**config.mk**
```make
export PLATFORM = sky130hd
export DESIGN_NAME = spi_client_sync
export DESIGN_NICKNAME = d
export VERILOG_FILES = /design/src/rtl/spi_client_sync.sv
export SDC_FILE = /design/constraint.sdc
export NUM_CORES = 1
export LEC_CHECK = 0
export BUFFER_PORTS_ARGS = -buffer_cell sky130_fd_sc_hd__clkbuf_2
export CORE_ASPECT_RATIO = 1.75
export CORE_MARGIN = 1.5
export CORE_UTILIZATION = 50
export DETAILED_ROUTE_END_ITERATION = 6
export PLACE_DENSITY = 0.74
export SLEW_MARGIN = 25
export SYNTH_ARGS = -nofsm -noshare
export SYNTH_HDL_FRONTEND = slang
export SYNTH_SLANG_ARGS = --single-unit
```
**constraint.sdc**
```tcl
create_clock -name busclk_i -period 4.45 [get_ports busclk_i]
set_clock_uncertainty 0.15 [all_clocks]
set_input_delay 0.445 -clock busclk_i [delete_from_list [all_inputs] [get_ports busclk_i]]
set_output_delay 0.445 -clock busclk_i [all_outputs]
set_load 0.01 [all_outputs]
```
**src/rtl/spi_client_sync.sv**
```systemverilog
// spi_client_sync: oversampled SPI client with host register bus, byte FIFOs, selectable mode and maskable interrupts.
module spi_client_sync #(
    parameter int FIFO_LOG2   = 4,
    parameter int SYNC_STAGES = 2
) (
    input  logic       busclk_i,
    input  logic       n_reset_i,
    input  logic       sck_i,
    input  logic       cs_i,
    input  logic       mosi_i,
    output logic       miso_o,
    output logic       slave_rdy_o,
    input  logic       master_rdy_i,
    input  logic [3:0] A_i,
    input  logic [7:0] D_i,
    output logic [7:0] D_o,
    input  logic       nWR_i,
    input  logic       nRD_i,
    output logic       interrupt_o
);
    localparam int S = SYNC_STAGES;
    localparam int L = FIFO_LOG2;
    typedef enum logic [1:0] {IDLE, LOAD, SHIFT} state_t;
    typedef logic [L:0] ptr_t;

    state_t state_q, state_d;
    logic [S-1:0] sck_sync_q, sck_sync_d, cs_sync_q, cs_sync_d;
    logic [S-1:0] mosi_sync_q, mosi_sync_d, mrdy_sync_q, mrdy_sync_d;
    logic sck_prev_q, cs_prev_q, mrdy_prev_q, nwr_prev_q, nrd_prev_q;
    logic slave_rdy_q, slave_rdy_d, cpol_q, cpol_d, cpha_q, cpha_d, lsb_q, lsb_d;
    logic act_cpol_q, act_cpol_d, act_cpha_q, act_cpha_d, act_lsb_q, act_lsb_d;
    logic [4:0] ie_q, ie_d, flags_q, flags_d;
    logic [2:0] cnt_q, cnt_d;
    logic [7:0] tx_q, tx_d, rx_q, rx_d, do_q, do_d;
    logic miso_q, miso_d, irq_q, irq_d;
    ptr_t out_wp_q, out_wp_d, out_rp_q, out_rp_d, in_wp_q, in_wp_d, in_rp_q, in_rp_d;
    logic [7:0] out_mem [1<<L];
    logic [7:0] in_mem [1<<L];

    logic sck_s, cs_s, mosi_s, mrdy_s, wr, rd, clr, lead, trail, cs_fall, cs_rise;
    logic out_empty, out_full, in_empty, in_full, err_any;
    logic out_push, out_pop, in_push, in_pop, push_req, set_ov, set_ur, set_fr, set_te;
    logic [1:0] a;
    logic [7:0] load_b, status;
    logic unused_a;

    function automatic logic [8:0] drive(input logic [7:0] x, input logic lsb);
        return lsb ? {x[0], 1'b1, x[7:1]} : {x[7], x[6:0], 1'b1};
    endfunction

    assign unused_a  = ^A_i[3:2];
    assign a         = A_i[1:0];
    assign sck_s     = sck_sync_q[S-1];
    assign cs_s      = cs_sync_q[S-1];
    assign mosi_s    = mosi_sync_q[S-1];
    assign mrdy_s    = mrdy_sync_q[S-1];
    assign wr        = nwr_prev_q & ~nWR_i;
    assign rd        = nrd_prev_q & ~nRD_i;
    assign clr       = wr && a == 2'd1 && D_i[7];
    assign cs_fall   = cs_prev_q & ~cs_s;
    assign cs_rise   = ~cs_prev_q & cs_s;
    assign lead      = (sck_s != act_cpol_q) && (sck_prev_q == act_cpol_q);
    assign trail     = (sck_s == act_cpol_q) && (sck_prev_q != act_cpol_q);
    assign out_empty = out_wp_q == out_rp_q;
    assign out_full  = (out_wp_q[L] != out_rp_q[L]) && (out_wp_q[L-1:0] == out_rp_q[L-1:0]);
    assign in_empty  = in_wp_q == in_rp_q;
    assign in_full   = (in_wp_q[L] != in_rp_q[L]) && (in_wp_q[L-1:0] == in_rp_q[L-1:0]);
    assign err_any   = |flags_q[2:0];
    assign load_b    = out_empty ? 8'hFF : out_mem[out_rp_q[L-1:0]];
    assign status    = {cs_s, slave_rdy_q, err_any, mrdy_s, out_full, out_empty, in_full, in_empty};

    always_comb begin
        sck_sync_d  = {sck_sync_q[S-2:0], sck_i};
        cs_sync_d   = {cs_sync_q[S-2:0], cs_i};
        mosi_sync_d = {mosi_sync_q[S-2:0], mosi_i};
        mrdy_sync_d = {mrdy_sync_q[S-2:0], master_rdy_i};
        state_d     = state_q;
        cnt_d       = cnt_q;
        tx_d        = tx_q;
        rx_d        = rx_q;
        miso_d      = miso_q;
        act_cpol_d  = act_cpol_q;
        act_cpha_d  = act_cpha_q;
        act_lsb_d   = act_lsb_q;
        out_pop     = 1'b0;
        push_req    = 1'b0;
        set_ur      = 1'b0;
        set_fr      = 1'b0;
        set_te      = 1'b0;
        case (state_q)
            IDLE: if (cs_fall) begin
                state_d    = LOAD;
                act_cpol_d = cpol_q;
                act_cpha_d = cpha_q;
                act_lsb_d  = lsb_q;
            end
            LOAD: if (slave_rdy_q) begin
                out_pop = !out_empty;
                set_ur  = out_empty;
                if (act_cpha_q) tx_d = load_b;
                else {miso_d, tx_d} = drive(load_b, act_lsb_q);
                cnt_d   = 3'd0;
                state_d = SHIFT;
            end
            default: if (slave_rdy_q) begin
                // CPHA=0 skips the trailing edge that follows a byte's last sample: LOAD already drove the next bit
                if (act_cpha_q ? lead : (trail && cnt_q != 3'd0)) {miso_d, tx_d} = drive(tx_q, act_lsb_q);
                if (act_cpha_q ? trail : lead) begin
                    rx_d     = act_lsb_q ? {mosi_s, rx_q[7:1]} : {rx_q[6:0], mosi_s};
                    cnt_d    = cnt_q + 3'd1;
                    push_req = cnt_q == 3'd7;
                    state_d  = cnt_q == 3'd7 ? LOAD : SHIFT;
                end
            end
        endcase
        if (cs_rise) begin
            state_d = IDLE;
            cnt_d   = 3'd0;
            set_fr  = state_q == SHIFT && cnt_q != 3'd0;
            set_te  = 1'b1;
        end
        if (clr) begin
            cnt_d    = 3'd0;
            rx_d     = 8'h00;
            tx_d     = 8'hFF;
            out_pop  = 1'b0;
            push_req = 1'b0;
        end
        miso_d      = (state_d == IDLE || !slave_rdy_q) ? 1'b1 : miso_d;
        in_pop      = rd && a == 2'd0 && !in_empty && !clr;
        in_push     = push_req && (!in_full || in_pop);
        set_ov      = push_req && !in_push;
        out_push    = wr && a == 2'd0 && (!out_full || out_pop) && !clr;
        out_wp_d    = clr ? '0 : out_wp_q + ptr_t'(out_push);
        out_rp_d    = clr ? '0 : out_rp_q + ptr_t'(out_pop);
        in_wp_d     = clr ? '0 : in_wp_q + ptr_t'(in_push);
        in_rp_d     = clr ? '0 : in_rp_q + ptr_t'(in_pop);
        slave_rdy_d = cs_rise ? 1'b0 : (wr && a == 2'd1) ? D_i[0] : slave_rdy_q;
        cpol_d      = (wr && a == 2'd1) ? D_i[1] : cpol_q;
        cpha_d      = (wr && a == 2'd1) ? D_i[2] : cpha_q;
        lsb_d       = (wr && a == 2'd1) ? D_i[3] : lsb_q;
        ie_d        = (wr && a == 2'd2) ? D_i[4:0] : ie_q;
        flags_d     = (flags_q & ~((wr && a == 2'd3) ? D_i[4:0] : 5'd0))
                    | {mrdy_s != mrdy_prev_q, set_te, set_fr, set_ur, set_ov};
        do_d        = !rd ? do_q :
                      a == 2'd0 ? (in_empty ? 8'h00 : in_mem[in_rp_q[L-1:0]]) :
                      a == 2'd1 ? status :
                      a == 2'd2 ? {3'b000, ie_q} : {3'b000, flags_q};
        irq_d       = |(ie_q & {flags_q[4], flags_q[3], err_any, out_empty, ~in_empty});
    end

    always_ff @(posedge busclk_i or negedge n_reset_i) begin
        if (!n_reset_i) begin
            state_q     <= IDLE;
            sck_sync_q  <= '0;
            cs_sync_q   <= '1;
            mosi_sync_q <= '0;
            mrdy_sync_q <= '0;
            sck_prev_q  <= 1'b0;
            cs_prev_q   <= 1'b1;
            mrdy_prev_q <= 1'b0;
            nwr_prev_q  <= 1'b1;
            nrd_prev_q  <= 1'b1;
            slave_rdy_q <= 1'b0;
            cpol_q      <= 1'b0;
            cpha_q      <= 1'b0;
            lsb_q       <= 1'b0;
            act_cpol_q  <= 1'b0;
            act_cpha_q  <= 1'b0;
            act_lsb_q   <= 1'b0;
            ie_q        <= '0;
            flags_q     <= '0;
            cnt_q       <= '0;
            tx_q        <= 8'hFF;
            rx_q        <= '0;
            do_q        <= '0;
            miso_q      <= 1'b1;
            irq_q       <= 1'b0;
            out_wp_q    <= '0;
            out_rp_q    <= '0;
            in_wp_q     <= '0;
            in_rp_q     <= '0;
        end else begin
            state_q     <= state_d;
            sck_sync_q  <= sck_sync_d;
            cs_sync_q   <= cs_sync_d;
            mosi_sync_q <= mosi_sync_d;
            mrdy_sync_q <= mrdy_sync_d;
            sck_prev_q  <= sck_s;
            cs_prev_q   <= cs_s;
            mrdy_prev_q <= mrdy_s;
            nwr_prev_q  <= nWR_i;
            nrd_prev_q  <= nRD_i;
            slave_rdy_q <= slave_rdy_d;
            cpol_q      <= cpol_d;
            cpha_q      <= cpha_d;
            lsb_q       <= lsb_d;
            act_cpol_q  <= act_cpol_d;
            act_cpha_q  <= act_cpha_d;
            act_lsb_q   <= act_lsb_d;
            ie_q        <= ie_d;
            flags_q     <= flags_d;
            cnt_q       <= cnt_d;
            tx_q        <= tx_d;
            rx_q        <= rx_d;
            do_q        <= do_d;
            miso_q      <= miso_d;
            irq_q       <= irq_d;
            out_wp_q    <= out_wp_d;
            out_rp_q    <= out_rp_d;
            in_wp_q     <= in_wp_d;
            in_rp_q     <= in_rp_d;
        end
    end

    always_ff @(posedge busclk_i) begin
        if (out_push) out_mem[out_wp_q[L-1:0]] <= D_i;
        if (in_push) in_mem[in_wp_q[L-1:0]] <= rx_d;
    end

    assign miso_o      = miso_q;
    assign slave_rdy_o = slave_rdy_q;
    assign D_o         = do_q;
    assign interrupt_o = irq_q;
endmodule

```
==> results by group, run 1 <==
Clock network
  • Clock root cell: clkbuf_16
  • Clock-pin transition on the worst setup and hold timing paths: 70 ps
  • Skew-Pair Late Insertion Delay: 570 ps
  • CTS tree: built
  • CTS Buf Count: 29
  • # H-tree levels: 1
  • Postcts setup bufs: 0
  • CTS Buffer Depth: 3
  • Num Clock Sinks: 337
  • Post-cts sizing count: 0
  • CTS Hold Buffers Added: 7

Setup path
  • CP Cell Sequence: xor2_1 > mux2i_1 > a2111oi_2 > nor2b_1 > nand2_1 > nor2_1
  • Crit path largest cell delay: 690 ps
  • Startpoint Class: flop
  • WP data required: 4490 ps
  • Critical-path top delay cell: dfrtp_1
  • Reg-to-Reg Start: act_cpha_q
  • Critical path class: reg2reg
  • Setup slack, reg-to-reg: 1060 ps
  • FF-to-FF path depth: 6
  • Reg2reg end: in_mem[14][6]
  • CP delay by family, top: simple AND/OR/NAND/NOR gates
  • CP bufs+invs: 0
  • Crit path DAT: 3430 ps
  • Worst Setup End Kind: flop
  • Largest fanout on the critical path: 17

Cells and area
  • Final net count: 926
  • Layout cells sized above 1: 23.09%
  • Area grow syn2layout: 12.08%
  • Ant diodes: 0
  • # fillers: 2,133

Power
  • PwrDens: 526.7 mW/mm^2
  • LEAKAGE: 5.355 nW
  • Peak supply drop: 0.4910 mV

Global routing
  • First-pass GRT wire length: 46,180 um
  • Vias in the first global route: 7,997
  • Largest net degree at the start of global routing: 60
  • Initial antenna violation count: 1
  • Gr usage total: 21.67%
  • Grt ovf: 0

Die
  • Die area: 0.02908 sq mm
  • Row cnt: 80
  • Core footprint: 0.02743 sq mm
  • Io pins: 31
  • Die width: 129.6 um
  • Initial core utilization: 51.10%
  • Die H: 224.5 um

Hold path
  • Hold EP: out_mem[15][6]
  • Min-delay worst type: in2reg
  • Hold path depth: 1
  • Hold path start: D_i[6]

Synth
  • Prevailing post-synth register cell: edfxtp_1
  • Avg Inst Size Synth: 16.72 sq um
  • Mapped Area: 0.01401 sq mm
  • Synth unique cells: 67
  • Synthesized instance count: 838
  • Post-synth EDFFs: 256
  • Syn_nets: 869
  • Async set or reset register ratio after synthesis: 24.04%
  • Register area share after synthesis: 69.44%
  • #FFs+latches synth: 337
  • Ys Warns: 0

Timing
  • Slew Viols, Final: 0
  • Final number of hold-violating endpoints: 0
  • Max Clk Rate: 0.2951 GHz
  • Part of the cycle the worst path needs: 76.14%
  • Final setup margin: 1062 ps
  • Slew headroom: 36.16%
  • Setup_tns: 0 ps
  • Setup violations, final: 0
  • RSZ-0062 raised after global routing: no
  • Minimum clock period: 3388 ps
  • Worst-margin pin slew: 954.1 ps

Routing
  • Vias/cell: 5.856
  • Routed Antenna Nets: 0
  • Drt drc: 0
  • Drt pass-1 iters: 5
  • Drt total wl: 30,080 um
  • Routed WL per cell: 23.37 um
  • Routed vias: 7,537
  • Initial DRC Count: 479

Placement
  • Post-DP HPWL: 21,120 um
  • GPL Wtd Cong: 0.8614
  • Worst slack at placement: 962.7 ps
  • # port buffers: 28

Run
  • Max-cap violations: 0

Run status
  • Status: finished, final reports clean
cell usage in the layout (no fill, tap or decap), types with 15 or more instances in the layout:
cell type,Yosys,final
edfxtp_1,256,256
nor2_1,73,72
mux4_2,71,71
dfrtp_1,67,65
nand2_1,41,41
buf_4,2,38
mux2i_1,31,31
clkbuf_16,0,29
clkbuf_2,1,27
a22oi_1,19,19
nor3_1,17,17
a21oi_1,16,15
logic make-up (layout without fill, tap and decap cells):
family | after synthesis | after routing | synth area share [%]
flip-flops | 337 | 337 | 69.44
AND/OR/NAND/NOR | 200 | 200 | 6.776
multiplexers | 118 | 118 | 14.91
AO/OA/AOI/OAI | 95 | 95 | 4.803
buffers and inverters | 53 | 133 | 1.589
XOR/XNOR | 24 | 24 | 1.500
adder cells (fa/ha/maj) | 11 | 11 | 0.9820
area by class of cell:
class / instances / area [sq um] / share of cell area, %
clock inverter: 12 / 113.9 / 0.7249
inverter: 7 / 26.28 / 0.1673
sequential: 337 / 9734 / 61.97
timing repair buffer: 72 / 490.5 / 3.123
tap: 369 / 461.7 / 2.939
multi-input combinational: 448 / 4066 / 25.89
clock buffer: 42 / 814.5 / 5.186
Yosys cell counts, types with 3 or more instances:
library cell / n / area share, %
edfxtp_1: 256 / 55
nor2_1: 73 / 2.0
mux4_2: 71 / 11
dfrtp_1: 67 / 12
nand2_1: 41 / 1.1
clkbuf_1: 32 / 0.86
mux2i_1: 31 / 2.2
a22oi_1: 19 / 1.0
nor3_1: 17 / 0.61
a21oi_1: 16 / 0.57
dfstp_2: 14 / 2.6
nor2b_1: 14 / 0.62
xor2_1: 14 / 0.87
and2_1: 12 / 0.54
mux2_2: 12 / 0.96
ha_1: 11 / 0.98
nand3_1: 11 / 0.39
a211oi_1: 10 / 0.54
xnor2_1: 10 / 0.62
nand2b_1: 9 / 0.40
o21ai_0: 9 / 0.32
a221oi_1: 6 / 0.37
buf_2: 6 / 0.21
inv_1: 6 / 0.16
o21ai_1: 5 / 0.18
buf_1: 4 / 0.11
mux2_1: 4 / 0.32
or3_1: 4 / 0.18
a31oi_1: 3 / 0.13
nand3b_1: 3 / 0.16
nor4_1: 3 / 0.13
o211ai_1: 3 / 0.16
report_power, final:
| part | internal [mW] | switching (mW) | total (mW) |
|---|---|---|---|
| clock | 1.34 | 1.11 | 2.45 |
| combinational | 0.862 | 1.07 | 1.93 |
| sequential | 3.66 | 0.229 | 3.89 |
| total | 5.87 | 2.41 | 8.27 |
per-stage QoR:
stage                     cell area, sq um  util, %  power, mW  hold slack, ps  std cells
after floorplan                      14010        -      5.287         -0.5911        838
after global placement               14700    53.60      5.841           184.7       1226
after detailed placement             14700    53.60      5.878           185.8       1226
after CTS                            15700    57.24      8.330           95.10       1287
after global routing                 15710    57.27      8.601           168.9       1287
final                                15710    57.27      8.273           114.8       1287
sequential cells by signal, indices dropped and copies added, names as in the netlist, 3 cells and up:
register / cells
out_wp_q: 5
rx_q: 8
in_mem: 128
ie_q: 5
in_wp_q: 5
cnt_q: 3
flags_q: 5
out_rp_q: 5
in_rp_q: 5
out_mem: 128
tx_q: 8
D_o: 8
per-layer routing:
metal	wire length, um	vias up	GRT usage (%)
met5	0	-	0
met4	1189	0	9.211
met3	1284	65	2.521
met2	17440	227	42.43
met1	10170	3855	22.75
li1	-	3390	-
how the worst max path moves through the flow:
stage | from | to | depth (start not counted) | slack [ps]
2_1_floorplan | nrd_prev_q | in_mem[0][0] | 7 | 1450
3_3_place_gp | A_i[0] | in_mem[14][3] | 8 | 1100
3_5_place_dp | A_i[0] | in_mem[14][3] | 8 | 960
4_1_cts | act_cpha_q | in_mem[14][6] | 6 | 1050
5_1_grt | act_cpha_q | in_mem[10][1] | 6 | 780
6_report | act_cpha_q | in_mem[14][6] | 6 | 1060
(Power assumes the default switching activity.)
==> run 2: changes to the inputs <==
Settings changed: PLACE_DENSITY 0.74 to 0.76.
Clock period 4.45 ns to 3.1 ns, I/O delays scaled along.
==> run 2 against run 1 <==
- die area stayed put
- first-iteration DRC count is 14% higher
- register-to-register slack worse by 870 ps
- flip-flop and latch count stayed put
- global-route usage is 0.41 points higher
- critical endpoint is now in_mem[10][7]
==> results by group, run 2 (synthesis gave the netlist of run 1 again) <==
Setup path
  • Worst Setup End Kind: flop
  • Crit path largest cell delay: 640 ps
  • Crit path DAT: 3030 ps
  • CP bufs+invs: 1
  • WP data required: 3220 ps
  • Critical Path Most Common Cell: nor2b_1
  • Critical-path top delay cell: a2111oi_2
  • Critical path class: reg2reg
  • CP Cell Sequence: nor2b_1 > a21boi_0 > a2111oi_2 > nor2b_1 > nand2_1 > nor2_1 > buf_4
  • CP delay by family, top: simple AND/OR/NAND/NOR gates
  • Largest fanout on the critical path: 4
  • Startpoint Class: flop

Die
  • Io pins: 31
  • Initial core utilization: 51.10%
  • Die area: 0.02908 sq mm
  • Row cnt: 80
  • Core footprint: 0.02743 sq mm
  • Die width: 129.6 um
  • Die H: 224.5 um

Placement
  • Post-DP HPWL: 21,200 um
  • # port buffers: 28
  • Placed Cells: 1,266
  • GPL Wtd Cong: 0.8811

Global routing
  • Grt ovf: 0
  • Initial antenna violation count: 1
  • Gr usage total: 22.08%
  • First-pass GRT wire length: 47,290 um
  • Vias in the first global route: 8,397
  • Largest net degree at the start of global routing: 45

Routing
  • Routed Antenna Nets: 0
  • Initial DRC Count: 544
  • Routed WL per cell: 23.12 um
  • Drt pass-1 iters: 5
  • Drt drc: 0
  • Routed vias: 7,773
  • Vias/cell: 5.844
  • Drt total wl: 30,750 um

Run
  • Max-cap violations: 0

Timing
  • Minimum clock period: 2907 ps
  • Slew headroom: 31.90%
  • Setup violations, final: 0
  • RSZ-0062 raised after global routing: no
  • Slew Viols, Final: 0
  • Part of the cycle the worst path needs: 93.78%
  • Setup_tns: 0 ps
  • Max Clk Rate: 0.3440 GHz
  • Final number of hold-violating endpoints: 0
  • Worst-margin pin slew: 1020 ps

Cells and area
  • Layout Cells excl Fill: 1,330
  • Area grow syn2layout: 15.28%
  • Final net count: 969
  • Most frequent cells in the layout: 256 x edfxtp_1, 75 x buf_4, 73 x nor2_1, 71 x mux4_2, 66 x dfrtp_1
  • Commonest non-fill, non-tap cell in the layout: edfxtp_1
  • Layout cells sized above 1: 26.56%

Clock network
  • CTS Buf Count: 30
  • CTS Buffer Depth: 3
  • Clock root cell: clkbuf_16
  • # H-tree levels: 1
  • Clock-pin transition on the worst setup and hold timing paths: 60 ps
  • Skew-Pair Late Insertion Delay: 580 ps
  • Post-cts sizing count: 0
  • Num Clock Sinks: 337
  • Postcts setup bufs: 0
  • CTS tree: built

Run status
  • Status: finished, final reports clean

Power
  • Peak supply drop: 0.5739 mV
  • LEAKAGE: 5.628 nW
  • PwrDens: 756.4 mW/mm^2

Hold path
  • Min-delay worst type: in2reg
[run 2: changes by cell type in the layout (fill, tap and decap cells not counted), sizes merged, moves of 2 or more]
cell / previous run / this run
clkinv: 8 / 12
dlygate4sd3: 7 / 9
buf: 38 / 78
clkbuf: 69 / 60
bufinv: 1 / 5
[run 2: layer usage]
layer | vias to the layer above | share of wire (%) | GRT usage (%)
li1 | 3465 | - | -
met1 | 3992 | 33 | 22.98
met2 | 237 | 57 | 42.24
met3 | 79 | 4.5 | 3.259
met4 | 0 | 4.6 | 10.82
met5 | - | 0 | 0
[run 2: layout make-up]
cell class / count / area, sq um
multi-input combinational: 448 / 4084
timing repair buffer: 114 / 848.3
fill: 2092 / 11270
sequential: 337 / 9733
tap: 369 / 461.7
clock buffer: 33 / 762.0
inverter: 7 / 26.28
clock inverter: 21 / 239.0
antenna: 1 / 2.502
[run 2: what timing repair did]
action | in CTS | in global routing
hold buffers | 9 | 0
hold endpoints to repair | 67 | 0
endpoints found under the setup margin | 0 | 0
[run 2: worst reg2reg max path, cell delays in order, from the launching register on]
cell and delay (ps):
dfstp_2 530, nor2b_1 220, a21boi_0 200, a2111oi_2 640, nor2b_1 260, nand2_1 170, nor2_1 250, buf_4 190
[run 2: report_power, final]
| group | internal (mW) | total, mW | switching, mW |
|---|---|---|---|
| clock network | 2.18 | 3.78 | 1.59 |
| registers | 5.26 | 5.52 | 0.255 |
| logic | 1.34 | 2.93 | 1.59 |
| total | 8.78 | 12.2 | 3.44 |
[run 2: path summary, 6_finish.rpt]
| path | startpoint | end | slack, ps | cells after the start |
|---|---|---|---|---|
| min in group asynchronous | n_reset_i | state_q[0] | 150 | 2 |
| min reg2reg | sck_sync_q[0] | sck_sync_q[1] | 200 | 0 |
| max reg2reg | nrd_prev_q | in_mem[10][7] | 190 | 7 |
| max | nrd_prev_q | in_mem[10][7] | 190 | 7 |
| min | A_i[1] | D_o[0] | 80 | 3 |
| max in group asynchronous | n_reset_i | nrd_prev_q | 1850 | 3 |
[run 2: through the flow]
step / hold slack [ps] / utilization [%] / area [sq um] / setup WS [ps] / power, mW
after global routing: 78.39 / 58.91 / 16160 / 67.73 / 12.71
after CTS: 55.31 / 58.89 / 16150 / 203.6 / 12.30
after detailed placement: 187.9 / 54.91 / 15060 / 224.8 / 8.516
after floorplan: -135.6 / - / 14010 / 104.6 / 7.589
after global placement: 184.7 / 54.91 / 15060 / 321.9 / 8.450
final: 84.42 / 58.91 / 16160 / 193.0 / 12.22
